### config.mk
export PLATFORM = sky130hd
export DESIGN_NAME = cp0_reg
export DESIGN_NICKNAME = d
export VERILOG_FILES = /design/src/rtl/cp0_reg.sv
export SDC_FILE = /design/constraint.sdc
export NUM_CORES = 1
export LEC_CHECK = 0
export CAP_MARGIN = 20
export CORE_AREA = 2 2 144 146
export CTS_CLUSTER_SIZE = 28
export DETAILED_ROUTE_END_ITERATION = 10
export DIE_AREA = 0 0 146 148
export PLACE_DENSITY_LB_ADDON = 0.25
export SYNTH_ARGS = -nofsm -noshare
export SYNTH_HDL_FRONTEND = slang
export SYNTH_SLANG_ARGS = --single-unit
### constraint.sdc
create_clock -name clk -period 3 [get_ports clk]
set_input_delay 0.6 -clock clk [delete_from_list [all_inputs] [get_ports clk]]
set_output_delay 0.6 -clock clk [all_outputs]
set_load 0.02 [all_outputs]
### src/rtl/cp0_reg.sv
// cp0_reg: MIPS coprocessor-0 register file with exception recording.
// Define CP0_TIMER_EN to enable the free-running Count and the Count/Compare timer interrupt.
module cp0_reg #(
  parameter logic [31:0] PRID_VALUE   = 32'h004c0102,
  parameter logic [31:0] CONFIG_VALUE = 32'h00008000,
  parameter logic [31:0] STATUS_RST   = 32'h10000000
) (
  input  logic        clk,
  input  logic        rst,
  input  logic        we_i,
  input  logic [4:0]  waddr_i,
  input  logic [4:0]  raddr_i,
  input  logic [31:0] data_i,
  input  logic [5:0]  int_i,
  input  logic [31:0] excepttype_i,
  input  logic [31:0] current_inst_addr_i,
  input  logic        is_in_delayslot_i,
  output logic [31:0] data_o,
  output logic [31:0] count_o,
  output logic [31:0] compare_o,
  output logic [31:0] status_o,
  output logic [31:0] cause_o,
  output logic [31:0] epc_o,
  output logic [31:0] config_o,
  output logic [31:0] prid_o,
  output logic        timer_int_o
);

  localparam logic [4:0] REG_COUNT   = 5'd9;
  localparam logic [4:0] REG_COMPARE = 5'd11;
  localparam logic [4:0] REG_STATUS  = 5'd12;
  localparam logic [4:0] REG_CAUSE   = 5'd13;
  localparam logic [4:0] REG_EPC     = 5'd14;
  localparam logic [4:0] REG_PRID    = 5'd15;
  localparam logic [4:0] REG_CONFIG  = 5'd16;

  localparam logic [31:0] EXC_INT  = 32'h0000_0001;
  localparam logic [31:0] EXC_SYS  = 32'h0000_0008;
  localparam logic [31:0] EXC_RI   = 32'h0000_000a;
  localparam logic [31:0] EXC_OV   = 32'h0000_000c;
  localparam logic [31:0] EXC_TRAP = 32'h0000_000d;
  localparam logic [31:0] EXC_ERET = 32'h0000_000e;

  // Software-writable Cause bits: IV, WP and the two software interrupt pending bits.
  localparam logic [31:0] CAUSE_WMASK = 32'h00C0_0300;

  logic        wr_count, wr_compare, wr_status, wr_cause, wr_epc;
  logic [31:0] status_wr, cause_wr, epc_wr;
  logic [31:0] count_nxt, status_nxt, cause_nxt, epc_nxt;
  logic        exc_hit;
  logic [4:0]  exc_code;
  logic [31:0] rdata;

  assign wr_count   = we_i && (waddr_i == REG_COUNT);
  assign wr_compare = we_i && (waddr_i == REG_COMPARE);
  assign wr_status  = we_i && (waddr_i == REG_STATUS);
  assign wr_cause   = we_i && (waddr_i == REG_CAUSE);
  assign wr_epc     = we_i && (waddr_i == REG_EPC);

  assign config_o = CONFIG_VALUE;
  assign prid_o   = PRID_VALUE;

  assign status_wr = wr_status ? data_i : status_o;
  assign epc_wr    = wr_epc ? data_i : epc_o;

`ifdef CP0_TIMER_EN
  assign count_nxt = wr_count ? data_i : count_o + 32'd1;
`else
  assign count_nxt = wr_count ? data_i : count_o;
`endif

  // Write-merged Cause; hardware interrupt lines always own IP7..IP2.
  always_comb begin
    cause_wr = cause_o;
    if (wr_cause) cause_wr = (cause_o & ~CAUSE_WMASK) | (data_i & CAUSE_WMASK);
    cause_wr[15:10] = int_i;
  end

  always_comb begin
    // NOTE: every signal driven here gets a default first, so no latch can be inferred.
    exc_hit    = 1'b0;
    exc_code   = 5'd0;
    status_nxt = status_wr;
    cause_nxt  = cause_wr;
    epc_nxt    = epc_wr;
    case (excepttype_i)
      EXC_INT:  begin exc_hit = 1'b1; exc_code = 5'd0;  end
      EXC_SYS:  begin exc_hit = 1'b1; exc_code = 5'd8;  end
      EXC_RI:   begin exc_hit = 1'b1; exc_code = 5'd10; end
      EXC_OV:   begin exc_hit = 1'b1; exc_code = 5'd12; end
      EXC_TRAP: begin exc_hit = 1'b1; exc_code = 5'd13; end
      EXC_ERET: status_nxt[1] = 1'b0;
      default: ;
    endcase
    // Exception state overrides any same-cycle mtc0; EPC/BD judged on the committed EXL.
    if (exc_hit) begin
      if (!status_o[1]) begin
        epc_nxt       = is_in_delayslot_i ? current_inst_addr_i - 32'd4 : current_inst_addr_i;
        cause_nxt[31] = is_in_delayslot_i;
      end
      cause_nxt[6:2] = exc_code;
      status_nxt[1]  = 1'b1;
    end
  end

  always_ff @(posedge clk) begin
    if (rst) begin
      count_o   <= '0;
      compare_o <= '0;
      status_o  <= STATUS_RST;
      cause_o   <= '0;
      epc_o     <= '0;
    end else begin
      // NOTE: state registers use non-blocking assignments so every register samples pre-edge values.
      count_o  <= count_nxt;
      status_o <= status_nxt;
      cause_o  <= cause_nxt;
      epc_o    <= epc_nxt;
      if (wr_compare) compare_o <= data_i;
    end
  end

`ifdef CP0_TIMER_EN
  // Sticky until software rewrites Compare; that write beats a same-cycle match.
  always_ff @(posedge clk) begin
    if (rst)                                          timer_int_o <= 1'b0;
    else if (wr_compare)                              timer_int_o <= 1'b0;
    else if ((compare_o != '0) && (count_o == compare_o)) timer_int_o <= 1'b1;
  end
`else
  assign timer_int_o = 1'b0;
`endif

  // A write to the register being read is forwarded, so mfc0 sees the merged value.
  always_comb begin
    rdata = '0;
    case (raddr_i)
      REG_COUNT:   rdata = wr_count ? data_i : count_o;
      REG_COMPARE: rdata = wr_compare ? data_i : compare_o;
      REG_STATUS:  rdata = status_wr;
      REG_CAUSE:   rdata = wr_cause ? cause_wr : cause_o;
      REG_EPC:     rdata = epc_wr;
      REG_PRID:    rdata = PRID_VALUE;
      REG_CONFIG:  rdata = CONFIG_VALUE;
      default:     rdata = '0;
    endcase
  end

  assign data_o = rst ? 32'd0 : rdata;

endmodule

* Word-level counts from Yosys, hierarchy flattened
Index checks and enable logic that the tools add are counted.
** Operators by class
- $add $sub $neg :: 1
- Multiply operators :: 0
- Div/mod/pow operators :: 0
- Order comparisons :: 0
- Equal/unequal tests :: 18
- Shift-type cells :: 0
- Multiplexer cells :: 18
- Bitwise operators :: 1
- Reduce and logical (&&, ||, !) cells :: 6
** Operators by type and width (number)
- 32-bit two-way mux :: 10
- 32-bit one-hot mux with 7 select lines :: 1
- 32-bit by 4-bit == test with 1-bit output, second input constant :: 5
- 5-bit by 4-bit == test with 1-bit output, second input constant :: 11
- 32-bit by 1-bit == test with 1-bit output, second input constant :: 1
- 32-bit by 24-bit bitwise OR with 32-bit output :: 1
- 32-bit by 3-bit subtractor with 32-bit output, second input constant :: 1
- 4-bit one-hot mux with 4 select lines :: 1
- 5-bit == test, second input constant :: 1
- 1-bit logical AND :: 5
- 1-bit two-way mux :: 5
- 5-bit two-way mux :: 1
- 5-bit OR reduction :: 1
** Word-level totals
- Bits in registers :: 160
- Bits in latches :: 0
- Bits in writable memories :: 0
- Bits in read-only memories :: 0
- Input port bits :: 116
- Output and inout bits :: 257
- Word-level logic and storage cells :: 49
- Memories :: 0

* Depth between registers and ports, before layout
Gate-level depths: netlist of the first run.
- Depth in word-level cells :: 6
- Depth in mapped cells :: 8
- Depth with buffers taken out :: 7

* Least setup slack after synthesis of the first run
No wires, ideal clock.
- Kind :: input port to output port
- Start :: input waddr_i[4]
- End :: output data_o[22]
- Arrival time :: 2.382 ns
- Data required time :: 2.400 ns
- Path slack :: 0.018 ns
- Cell stages on the path :: 7
- Path buffers :: 2
- Cell sequence :: nand4b_1 > nor3b_1 > clkbuf_1 > buf_1 > mux2i_1 > o22ai_1 > o31a_1
** On the way
- Longest elaborated chain between the ends :: 6
- Elaborated cells on any way between the ends :: 18
- Those cells by class :: eq/ne (5); mux (8); reduce/logical (5)
** Ends and longest elaborated chain
- start: declaration :: line 11 : input logic [4:0] waddr_i,
- 5-bit by 4-bit == test with 1-bit output :: line 57 : assign wr_cause = we_i && (waddr_i == REG_CAUSE);
- 1-bit logical AND :: line 57
- 32-bit two-way mux :: line 75 : if (wr_cause) cause_wr = (cause_o & ~CAUSE_WMASK) | (data_i & CAUSE_WMASK);
- 32-bit two-way mux :: line 141 : REG_CAUSE: rdata = wr_cause ? cause_wr : cause_o;
- 32-bit one-hot mux with 7 select lines * :: line 137 : case (raddr_i)
- 32-bit two-way mux * :: line 149 : assign data_o = rst ? 32'd0 : rdata;
- end: declaration :: line 18 : output logic [31:0] data_o,
Mark *: on every way between the ends. The rest lies on a longest branch, timed or not.

* Worst setup path in the final report of the first run
- Start :: input waddr_i[4]
- End :: output data_o[31]
The elaborated chain is that of the path after synthesis.

==> impl_metrics.toml, run 1 <==
[run_status]
status = "complete, but fails checks"
violations = "setup timing"

[worst_setup_path]
regToRegSetupSlack_ps = 1210
cp_slowest_stage_delay_ps = 340
worstPathArrival_ps = 2500
crit_start = "waddr_i[4]"
cp-end-kind = "output port"
cp.required_ps = 2400
crit_chain = "buf_8 -> buf_4 -> nor4bb_4 -> and3_4 -> buf_12 -> mux2i_1 -> o22ai_1 -> o31a_1 -> buf_6"
crit_cells = 9
path_buf_inv = 4
critPathKind = "in2out"
reg2reg_depth = 4
worst_path_max_delay_cell = "o31a_1"
startpoint_type = "input port"
crit_path_end = "data_o[31]"
worstPathMaxFanout = 14
r2r-start = "status_o[1]$_SDFF_PP0_"
r2r-end = "epc_o[22]$_SDFF_PP0_"
critPathTopFamily = "simple AND/OR/NAND/NOR gates"

[floorplanning]
num_rows = 52
die_h_um = 148
fp.coreArea_um2 = 20000
die-area_um2 = 21600
initial_utilization = 0.380
io_pins = 373
die-width_um = 146

[cts]
cts_tree = "done"
cts_buffers = 17
numClockSinks = 143
htree_levels = 4
ctsHoldBuffers = 0
clk_pin_slew_worst_paths_ps = 60
root_buffer = "clkbuf_16"
worstSkewPairLatency_ps = 430
cts_buffer_depth = 2

[synthesis]
synth_seq_area_share = 0.376
syn_area_um2 = 7620
synthCells = 843
yosys_warnings = 0
ys_ff_latch = 143
netlist-cell-type-count = 47
synth.avg_cell_area_um2 = 9.04

[sta]
finClkSkew_ps = 6.95
report.final.slew_viol_count = 0
layout_min_cycle_time_ps = 3100
finalWorstSetupSlack_ps = -100
setup_viol = 18
period_share = 1.03
relSlewSlack = 0.558
finalHoldViolCount = 0
fmax_mhz = 323
worst_slew_pin_slew_ps = 663
rsz0062_at_grt = "true"

[placement]
placed_area_um2 = 11600
place_inst = 1485
dp_hpwl_mm = 22.1
gp_congestion = 0.898
port_buffers = 290

[finish]
mostFrequentLayoutCell = "clkdlybuf4s50_1"
layout-drive-gt1-share = 0.277
diodes = 0
syn_to_final_growth_pct = 74.6
nNetsFinal = 1413
stdcell_count = 1577
fin_area_um2 = 13300
layout_common_cells = "250 x clkdlybuf4s50_1, 176 x buf_4, 143 x dfxtp_1, 122 x nor2_1, 93 x mux2i_1"

[drt]
wire_per_inst_um = 19.7
vias = 8032
dr.pass1.iters = 5
ant_nets = 0
vias_per_cell = 5.09
drtIter0Drc = 392
route.detailed.drc = 0
totalWireLength_mm = 31.0

[global_routing]
use_met1 = 0.344
grt_pass1_wl_mm = 44.7
use_met2 = 0.425
antenna_found_initial = 0
grt-ovfl-total = 0
grt_usage = 0.269
met3_usage = 0.0735
grt_max_degree = 144
grt_pass1_vias = 7594
grt-busiest-layer = "met2"

[power_and_ir_drop]
p_per_area_nw_per_um2 = 342
internal-power_mw = 3.40
max-vdd-ir-drop_mv = 0.236
p_leak_nw = 5.28
p_sw_mw = 1.15
p_comb_frac = 0.141
p_sw_frac = 0.254
clockPowerShare = 0.435
pwr-share-seq = 0.424

[flow_run]
cap_violations = 0

[worst_hold_path]
hold_class = "reg2reg"
==> power by group through the flow <==
stage	logic (mW)	registers [mW]	clock network, mW
floorplan	0.303	1.99	0
global placement	0.575	1.97	0
detailed placement	0.578	1.97	0
CTS	0.614	1.93	2.00
global route	0.679	1.93	2.08
finish	0.643	1.93	1.98
==> cell type report <==
type / instances / area [um^2]
Clock buffer: 23 / 478
Clock inverter: 7 / 62.6
Fill cell: 1597 / 6730
Inverter: 2 / 7.51
Multi-Input combinational cell: 635 / 4860
Sequential cell: 143 / 2860
Tap cell: 270 / 338
Timing Repair Buffer: 497 / 4700
==> per-stage QoR <==
step | util | power (mW) | hold slack [ps] | worst slack (ps) | setup TNS [ps]
3_3_place_gp | 0.579 | 2.54 | 454 | -796 | -24190
2_1_floorplan | - | 2.29 | 538 | 18.2 | 0
4_1_cts | 0.635 | 4.54 | 467 | -65.6 | -468
5_1_grt | 0.664 | 4.69 | 511 | -192 | -3640
3_5_place_dp | 0.579 | 2.55 | 459 | -828 | -25040
6_report | 0.664 | 4.55 | 483 | -100 | -550
==> registers in the layout, indices dropped and copies added (netlist names) <==
signal,cells
count_o,32
cause_o,15
compare_o,32
status_o,32
epc_o,32
==> worst min path at each step <==
| stage | to | slack (ps) | depth (start not counted) | startpoint |
|---|---|---|---|---|
| 6_report | cause_o[2]$_SDFFE_PP0N_ | 480 | 2 | cause_o[2]$_SDFFE_PP0N_ |
| 5_1_grt | cause_o[4]$_SDFFE_PP0N_ | 510 | 2 | cause_o[4]$_SDFFE_PP0N_ |
| 4_1_cts | cause_o[2]$_SDFFE_PP0N_ | 470 | 2 | cause_o[2]$_SDFFE_PP0N_ |
| 3_5_place_dp | cause_o[2]$_SDFFE_PP0N_ | 460 | 2 | cause_o[2]$_SDFFE_PP0N_ |
| 3_3_place_gp | cause_o[2]$_SDFFE_PP0N_ | 450 | 2 | cause_o[2]$_SDFFE_PP0N_ |
| 2_1_floorplan | cause_o[4]$_SDFFE_PP0N_ | 540 | 2 | cause_o[4]$_SDFFE_PP0N_ |
==> worst reg2reg max path, stage by stage, from the launching register on <==
cell and delay [ps]:
dfxtp_1 410, or4_1 570, buf_4 250, a21oi_1 340, o21a_1 170
==> cell families (layout without fill, tap and decap cells) <==
logic type,Yosys count,count (layout),synth area share
compound gates,154,154,0.140
xor+xnor,26,26,0.0299
fa+ha+maj,1,1,0.00164
buf+inv,145,529,0.115
flops,143,143,0.376
mux,140,140,0.184
other cells,2,82,0.000985
simple gates,232,232,0.154
==> metal layers <==
metal / routed length, um / share of wire
met1: 12800 / 0.41
met2: 14500 / 0.47
met3: 2460 / 0.079
met4: 1270 / 0.041
met5: 0 / 0
==> repair_timing <==
item,4_1_cts,5_1_grt
cloned,1,0
endpoints found under the setup margin,32,32
endpoints found under the hold margin,0,0
resized for setup,242,87
pin swaps,11,19
buffers inserted,38,25
==> synthesized netlist by cell type (all sizes together) <==
cell type	count	area share
o221a	1	0.0015
or4	5	0.0059
xnor2	13	0.015
or3	6	0.0049
a21boi	1	0.00099
nor2b	19	0.016
nand2b	3	0.0025
a31oi	1	0.00082
o21a	23	0.023
xor2	13	0.015
nand4	1	0.00082
a211oi	20	0.020
nand4b	1	0.0011
and3b	1	0.0011
clkbuf	41	0.020
conb	2	0.00099
a221oi	2	0.0031
nor4	19	0.021
nor3b	3	0.0030
buf	102	0.094
nand3b	3	0.0030
a21o	1	0.00099
nor4b	2	0.0023
dfxtp	143	0.38
and3	9	0.0074
nor4bb	2	0.0026
o21ai	5	0.0033
ha	1	0.0016
a21oi	15	0.0098
nand3	5	0.0033
inv	2	0.00099
nor3	15	0.0098
a32oi	1	0.0011
nand2	12	0.0059
o31a	20	0.023
or2	2	0.0016
or4b	1	0.0013
nor2	123	0.061
mux2i	140	0.18
o22ai	64	0.053
No activity file was read; power rests on OpenSTA's default activity.
==> inputs of run 2 (changes only) <==
--- a/config.mk
+++ b/config.mk
@@ -5,7 +5,6 @@
 export SDC_FILE = /design/constraint.sdc
 export NUM_CORES = 1
 export LEC_CHECK = 0
-export CAP_MARGIN = 20
 export CORE_AREA = 2 2 144 146
 export CTS_CLUSTER_SIZE = 28
 export DETAILED_ROUTE_END_ITERATION = 10
==> results of run 2 <==
The final DEF is identical to that of run 1; final timing and power are the same.
==> inputs of run 3 (changes only) <==
==> config.mk (replaced) <==
export PLATFORM = sky130hd
export DESIGN_NAME = cp0_reg
export DESIGN_NICKNAME = d
export VERILOG_FILES = /design/src/rtl/cp0_reg.sv
export SDC_FILE = /design/constraint.sdc
export NUM_CORES = 1
export LEC_CHECK = 0
export CORE_AREA = 2 2 147 149
export CTS_CLUSTER_SIZE = 28
export DETAILED_ROUTE_END_ITERATION = 10
export DIE_AREA = 0 0 149 151
export PLACE_DENSITY = 0.76
export SLEW_MARGIN = 30
export SYNTH_ARGS = -nofsm -noshare
export SYNTH_HDL_FRONTEND = slang
export SYNTH_SLANG_ARGS = --single-unit
==> constraint.sdc (replaced) <==
create_clock -name clk -period 2.8 [get_ports clk]
set_input_delay 0.56 -clock clk [delete_from_list [all_inputs] [get_ports clk]]
set_output_delay 0.56 -clock clk [all_outputs]
set_load 0.02 [all_outputs]
==> run 3 against run 2 <==
The run still ends with setup timing left. Hold slack improved by 24 ps. Register-to-register slack got worse by 160 ps. Flip-flop and latch count stayed put. Core utilization up 1.1 points. Via count up 3.8%. Global-route usage increased by 1.0 points. Clock power up 20%. Worst setup slack got worse by 160 ps. Total power grew 14%. Critical path depth up 2. First-iteration DRC count increased by 10%. Critical path type unchanged. Largest power group unchanged. Highest routed layer unchanged.
==> impl_metrics.toml, run 3 (synthesized netlist as in run 1, its figures left out) <==
[floorplanning]
io_pins = 373
fp.coreArea_um2 = 20800
die-width_um = 149
num_rows = 53
die-area_um2 = 22500
die_h_um = 151
initial_utilization = 0.366

[drt]
dr.pass1.iters = 5
vias_per_cell = 5.15
vias = 8337
wire_per_inst_um = 20.5
totalWireLength_mm = 33.1
route.detailed.drc = 0
drtIter0Drc = 432
ant_nets = 0

[sta]
relSlewSlack = 0.437
report.final.slew_viol_count = 0
worst_slew_pin_slew_ps = 844
setup_viol = 32
period_share = 1.09
finalHoldViolCount = 0
hold-worst-slack_ps = 508
fmax_mhz = 327
rsz0062_at_grt = "true"
layout_min_cycle_time_ps = 3060
finClkSkew_ps = 7.58
finalWorstSetupSlack_ps = -256

[finish]
stdcell_count = 1618
diodes = 0
layout-drive-gt1-share = 0.311
layout_common_cells = "251 x clkdlybuf4s50_1, 198 x buf_4, 143 x dfxtp_1, 122 x nor2_1, 82 x conb_1"
fin_util = 0.676
nFillCells = 1583
nNetsFinal = 1449
syn_to_final_growth_pct = 84.6
mostFrequentLayoutCell = "clkdlybuf4s50_1"

[worst_setup_path]
regToRegSetupSlack_ps = 1050
worstPathMaxFanout = 5
worstPathArrival_ps = 2500
startpoint_type = "input port"
cp-end-kind = "output port"
critPathKind = "in2out"
cp.required_ps = 2240

[global_routing]
grt_pass1_vias = 8228
grt-ovfl-total = 0
antenna_found_initial = 0
grt_usage = 0.279
grt_max_degree = 77
grt_pass1_wl_mm = 47.3

[cts]
root_buffer = "clkbuf_16"
clk_pin_slew_worst_paths_ps = 60
ctsHoldBuffers = 0
cts_buffer_depth = 2
htree_levels = 4
worstSkewPairLatency_ps = 430
numClockSinks = 143
cts_buffers = 17
cts_tree = "done"

[power_and_ir_drop]
max-vdd-ir-drop_mv = 0.286
p_leak_nw = 5.46
p_per_area_nw_per_um2 = 368

[worst_hold_path]
hold_class = "reg2reg"

[placement]
gp_congestion = 0.909
port_buffers = 290
pre_cts_slack_ps = -946
dp_hpwl_mm = 22.4
place_inst = 1492

[run_status]
violations = "setup timing"
status = "complete, but fails checks"

[flow_run]
cap_violations = 0
[run 3: cell count changes in the layout (fill, tap and decap cells not counted), sizes merged, moves of 2 or more]
cell,delta
clkinv,-2
clkbuf,+2
bufinv,+3
buf,+33
[run 3: routing by layer]
metal,routed length (um),global-route usage,vias up
met2,15500,0.457,395
met4,1390,0.128,0
met1,13500,0.348,4009
li1,-,-,3849
met3,2700,0.0681,84
met5,0,0,-
[run 3: final timing paths]
| check | endpoint | from | depth (start not counted) |
|---|---|---|---|
| worst max-delay path | data_o[4] | waddr_i[4] | 11 |
| worst min-delay path | cause_o[4]$_SDFFE_PP0N_ | cause_o[4]$_SDFFE_PP0N_ | 2 |
| worst max register to register | epc_o[29]$_SDFF_PP0_ | status_o[1]$_SDFF_PP0_ | 4 |
| worst min register to register | cause_o[4]$_SDFFE_PP0N_ | cause_o[4]$_SDFFE_PP0N_ | 2 |
[run 3: layout make-up]
class / instances / area (um^2) / area share
Inverter: 2 / 7.51 / 0.000534
Clock inverter: 7 / 135 / 0.00961
Clock buffer: 23 / 468 / 0.0333
Sequential cell: 143 / 2860 / 0.204
Timing Repair Buffer: 532 / 5220 / 0.371
Multi-Input combinational cell: 636 / 5030 / 0.358
Tap cell: 275 / 344 / 0.0245
[run 3: critical path: stages]
cell and delay (ps):
buf_6 90, nand4b_1 200, buf_4 180, nor3b_4 250
buf_6 150, buf_12 130, buf_12 130, mux2i_4 230
o22ai_2 110, o31a_1 330, buf_6 140
[run 3: power breakdown]
group | internal (mW) | switching [mW] | total (mW)
Clock | 1.52 | 0.857 | 2.38
Combinational | 0.339 | 0.390 | 0.728
Sequential | 2.05 | 0.0145 | 2.07
Total | 3.92 | 1.26 | 5.18
[run 3: what timing repair did]
item / 4_1_cts / 5_1_grt
cloned: 6 / 3
endpoints found under the setup margin: 32 / 32
gates resized for setup: 285 / 90
pin swaps: 27 / 34
buffers inserted: 69 / 25
[run 3: per-stage QoR]
step | instance area, um^2 | total power [mW] | setup TNS [ps]
3_5_place_dp | 11700 | 2.74 | -32410
2_1_floorplan | 7930 | 2.45 | 0
6_report | 14100 | 5.18 | -6300
5_1_grt | 14100 | 5.33 | -8220
3_3_place_gp | 11700 | 2.73 | -31940
4_1_cts | 13500 | 5.14 | -7760
